==> config.mk <==
export PLATFORM = sky130hd
export DESIGN_NAME = register_file_2r1w
export DESIGN_NICKNAME = d
export VERILOG_FILES = /design/src/rtl/register_file_2r1w.sv
export SDC_FILE = /design/constraint.sdc
export NUM_CORES = 1
export LEC_CHECK = 0
export BUFFER_PORTS_ARGS = -buffer_cell sky130_fd_sc_hd__buf_2
export CAP_MARGIN = 10
export CORE_ASPECT_RATIO = 1.75
export CORE_UTILIZATION = 55
export CTS_BUF_LIST = sky130_fd_sc_hd__clkbuf_4 sky130_fd_sc_hd__clkbuf_8 sky130_fd_sc_hd__clkbuf_16
export DETAILED_ROUTE_END_ITERATION = 7
export PLACE_DENSITY = 0.81
export SYNTH_ARGS = -nofsm -noshare
export SYNTH_HDL_FRONTEND = slang
export SYNTH_SLANG_ARGS = --single-unit
==> constraint.sdc <==
create_clock -name Clock -period 2.3 [get_ports Clock]
set_input_delay 0.23 -clock Clock [delete_from_list [all_inputs] [get_ports Clock]]
set_output_delay 0.23 -clock Clock [all_outputs]
set_load 0.02 [all_outputs]
==> src/rtl/register_file_2r1w.sv <==
// Two-read, one-write general-purpose register file with registered read outputs.
// Define REGFILE_BYPASS_EN to forward same-edge write data onto the read ports.
module register_file_2r1w #(
    parameter int WIDTH     = 16,
    parameter int ADDR_BITS = 4
) (
    input  logic                 Clock,
    input  logic                 Reset,
    input  logic                 ReadEnable,
    input  logic [ADDR_BITS-1:0] ReadAddrA,
    input  logic [ADDR_BITS-1:0] ReadAddrB,
    input  logic                 WriteEnable,
    input  logic [ADDR_BITS-1:0] WriteAddr,
    input  logic [WIDTH-1:0]     WriteData,
    output logic [WIDTH-1:0]     DataA,
    output logic [WIDTH-1:0]     DataB,
    output logic                 ReadValid
);

    localparam int NREGS = 2 ** ADDR_BITS;

    logic [WIDTH-1:0] regs_q [NREGS];
    logic [WIDTH-1:0] data_a_q, data_a_d;
    logic [WIDTH-1:0] data_b_q, data_b_d;
    logic             read_valid_q;

    always_comb begin
        data_a_d = data_a_q;
        data_b_d = data_b_q;
        if (ReadEnable) begin
            data_a_d = regs_q[ReadAddrA];
            data_b_d = regs_q[ReadAddrB];
`ifdef REGFILE_BYPASS_EN
            // Forward the value being written this edge instead of the stale entry.
            if (WriteEnable && (ReadAddrA == WriteAddr)) data_a_d = WriteData;
            if (WriteEnable && (ReadAddrB == WriteAddr)) data_b_d = WriteData;
`endif
        end
    end

    always_ff @(posedge Clock) begin
        if (!Reset) begin
            for (int i = 0; i < NREGS; i++) regs_q[i] <= '0;
            data_a_q     <= '0;
            data_b_q     <= '0;
            read_valid_q <= 1'b0;
        end else begin
            if (WriteEnable) regs_q[WriteAddr] <= WriteData;
            data_a_q     <= data_a_d;
            data_b_q     <= data_b_d;
            read_valid_q <= ReadEnable;
        end
    end

    assign DataA     = data_a_q;
    assign DataB     = data_b_q;
    assign ReadValid = read_valid_q;

endmodule

Word level (Yosys, flattened, before mapping)
Memory sizes are Yosys's and may differ from the RTL's. A register that Yosys moved wholly into a read port is not among the register bits.
Cells that the tools add are included.
{"block": "op_classes", "add_sub_neg": 0, "n_mul": 0, "n_div": 0, "order_cmp": 0, "n_eq_ne": 0, "shift": 0, "muxes": 7, "bitwise_logic": 0, "n_reduce_logical": 3}
{"op": "two-way mux 16 bit", "n": 1}
{"op": "OR reduction 16 bit", "n": 1}
{"op": "two-way mux 1 bit", "n": 5}
{"op": "two-way mux 4 bit", "n": 1}
{"op": "zero test 1 bit", "n": 2}
{"block": "word_totals", "register_bits": 1, "latch_bits": 0, "ramBits": 256, "rom_bits": 0, "in_bits": 32, "out_inout_bits": 33, "wordCells": 12, "mem_count": 1}
{"name": "regs_q", "words": 16, "width": 16, "rd": 2, "rd_ports_with_merged_regs": 2, "wr": 16, "line_no": "22", "text": "logic [WIDTH-1:0] regs_q [NREGS];"}

Depth between registers and ports, before layout
{"block": "depth", "ltp_word": 5, "depth_mapped": 6, "depth_no_buf": 4}

Worst setup path before layout
OpenSTA, ideal clock, no wires.
{"block": "synth_timing", "path_type": "input-to-reg", "from": "in WriteAddr[2]", "to": "mem regs_q[2][0] (enable)", "setup_ps": 411, "arrival_time_ps": 1972, "t_required_ps": 1889, "path_slack_ps": -83, "stages": 3, "n_path_buf": 1, "cell_sequence": "or3_1 > buf_4 > o21ai_0"}
{"item": "from (decl)", "line_no": "13", "text": "input logic [ADDR_BITS-1:0] WriteAddr,"}
{"item": "to (decl)", "line_no": "22"}

==> qor.yml <==
slowest_stage: "nand4_1"
clock_skew_ns: 0.01368
ir_drop_uv: 460.9
core_um2: 26590
synth_largest_area_cell: "edfxtp_1"
vias_per_cell: 6.443
post-route-period-util_pct: 63.81
crit_chain: "buf_2, buf_4, nand4_1, o21ai_1, buf_4"
ys_warn_count: 0
gr-total-overflow: 0
worstSetupPathType: "in2reg"
cts.clk_slew.worst_paths_ns: 0.07
critPathArrivalTime_ns: 1.68
cts_setup_buffers: 0
crit_buf_inv: 3
outcome: "completed"
routed_wl_mm: 42.36
initial_core_util_pct: 56.15
cts_buffer_depth: 3
finish.utilization_pct: 62.60
dp_cells: 1591
power_density_nw_per_um2: 720.1
path_delay_family: "buffers and inverters"
cts.sinks: 289
area_delta_synth_final_pct: 11.49
drv_cap: 0
fmax_mhz: 681.4
slowest_delay_ns: 0.43
required_ns: 2.51
endpoint_kind: "flip-flop"
r2r_slack_ns: 1.07
path_max_fanout: 23
synthesis.area_um2: 14930
avgRoutedWirePerCell_um: 25.89
cp.depth: 5
yosysSeqAreaShare_pct: 55.91
drc: 0
syn_avg_cell_area_um2: 11.99
rsz0062_at_grt: "no"
slew_violations: 0
grt_pass1_vias: 10390
antenna_found_initial: 0
fin_area_um2: 16650
numCtsBuffers: 25
power_leakage_nw: 6.677
layout-drive-gt1-share_pct: 15.93
drtIter0Drc: 1237
cts_htree_levels: 1
diodes: 0
fin_crit_ns: 1.468
gp_congestion: 0.8762
cpMostUsedCell: "buf_4"
setup_tns_ns: 0
ant_nets: 0
synth_nets: 1277
cts_tree: "done"
grt_max_degree: 37
setup-violations-final: 0
cts_hold_buf: 0
die_area_um2: 27840
placed_cell_area_um2: 15800
root_buffer: "clkbuf_16"
boundaryPins: 65
nets: 1326
finalNonFillerCells: 1636
port_buffers: 64
dp_hpwl_mm: 27.93
fp.dieH_um: 220.0
yosysTopAreaCellShare_pct: 51.49
fp.dieW_um: 126.6
synth.top_cells.by_area: "edfxtp_1 (51%), mux2i_1 (17%), and2_1 (10%)"
r2r_end: "DataA[5]"
synthesis.instances: 1245
worst_pin_slew_ns: 0.6600
synth_cell_types: 28
insertion_delay_ns: 0.54
reg2reg_from: "regs_q[14][5]"
critPathLaunchType: "input port"
endpoint: "regs_q[14][12]"
hold_path.class: "in2reg"
via_count: 10540
rows: 79
grt_pass1_wl_mm: 62.28
slew_headroom_pct: 56.00
cts_resized: 0
ff2ff_path_depth: 4
track_usage_pct: 30.75
ys_seq_elements: 289
dr.pass1.iters: 6
hold_viol: 0
crit_start: "Reset"
worst min-delay path by stage:
stage / startpoint / to / cells past startpoint
floorplan: ReadEnable / ReadValid / 2
global placement: DataA[3] / DataA[3] / 2
detailed placement: DataA[2] / DataA[2] / 2
CTS: ReadEnable / ReadValid / 3
global route: ReadEnable / ReadValid / 3
finish: ReadEnable / ReadValid / 3
through the flow:
step | power, W | setup WS [ns] | hold WS, ns
5_1_grt | 0.01230 | 0.7886 | 0.1274
2_1_floorplan | 0.007117 | -0.08330 | 0.3882
3_3_place_gp | 0.007619 | 0.4067 | 0.4353
3_5_place_dp | 0.007672 | 0.3369 | 0.4448
6_report | 0.01199 | 0.8325 | 0.1107
4_1_cts | 0.01198 | 0.8959 | 0.09644
state kept, by name, indices dropped and copies added (netlist names):
register   count
DataA         16
DataB         16
ReadValid      1
regs_q       256
power by group:
group	switching (W)	total (W)	internal (W)
sequential	0.000198	0.00623	0.00603
clock	0.00191	0.00439	0.00248
combinational	0.000883	0.00137	0.000487
worst min-delay path: stages:
cell     delay, ns
buf_2         0.15
nand2_1       0.12
inv_1         0.11
layout by cell type (no fill, tap or decap), types with 3 or more instances in the layout:
master	Yosys	routed
nor2b_2	0	5
o21ai_2	0	8
edfxtp_1	256	256
nand2b_1	4	4
nand2_1	66	66
nor2_1	11	9
clkinvlp_4	0	3
nor3_2	3	3
dfxtp_1	33	33
nor2_4	3	3
nand3_1	98	98
a22oi_1	96	96
bufinv_16	0	3
clkbuf_16	0	25
mux2i_1	256	256
clkbuf_4	0	5
buf_4	3	52
and2_2	16	16
and2_1	242	242
clkinv_2	0	3
a21oi_1	32	32
nor2_2	2	4
buf_12	0	7
o21ai_1	0	4
buf_2	29	62
cell usage after synthesis (all sizes together):
| cell | count |
|---|---|
| edfxtp | 256 |
| and2 | 258 |
| or3 | 1 |
| nand4 | 1 |
| clkbuf | 68 |
| a21oi | 32 |
| nor2 | 16 |
| nand2b | 6 |
| nor3 | 4 |
| mux2i | 256 |
| buf | 33 |
| o21ai | 12 |
| nand4b | 2 |
| dfxtp | 33 |
| nand2 | 67 |
| nor2b | 5 |
| a22oi | 96 |
| nand3 | 98 |
| inv | 1 |
routing by layer:
layer | GRT usage (%) | part of all wire [%] | vias up
met5 | 0 | 0 | -
met4 | 20.40 | 6.0 | 0
met3 | 5.220 | 7.5 | 142
met2 | 53.26 | 51 | 559
met1 | 34.86 | 36 | 5204
li1 | - | - | 4635
layout make-up:
type                       instances  area (um^2)
inverter                           1        3.754
clock inverter                    13        152.6
fill                            2001         9943
multi-input combinational        854         6182
sequential                       289         8348
clock buffer                      32        690.7
timing repair buffer             123        863.3
tap                              324        405.4
kinds of logic after synthesis:
kind of cell,Yosys count,synth area share (%)
AOI/OAI and AO/OA,140,6.302
buffers and inverters,102,3.000
DFF,289,55.91
muxes,256,17.16
and+or+nand+nor,458,17.62
No activity file was read; power rests on OpenSTA's default activity.
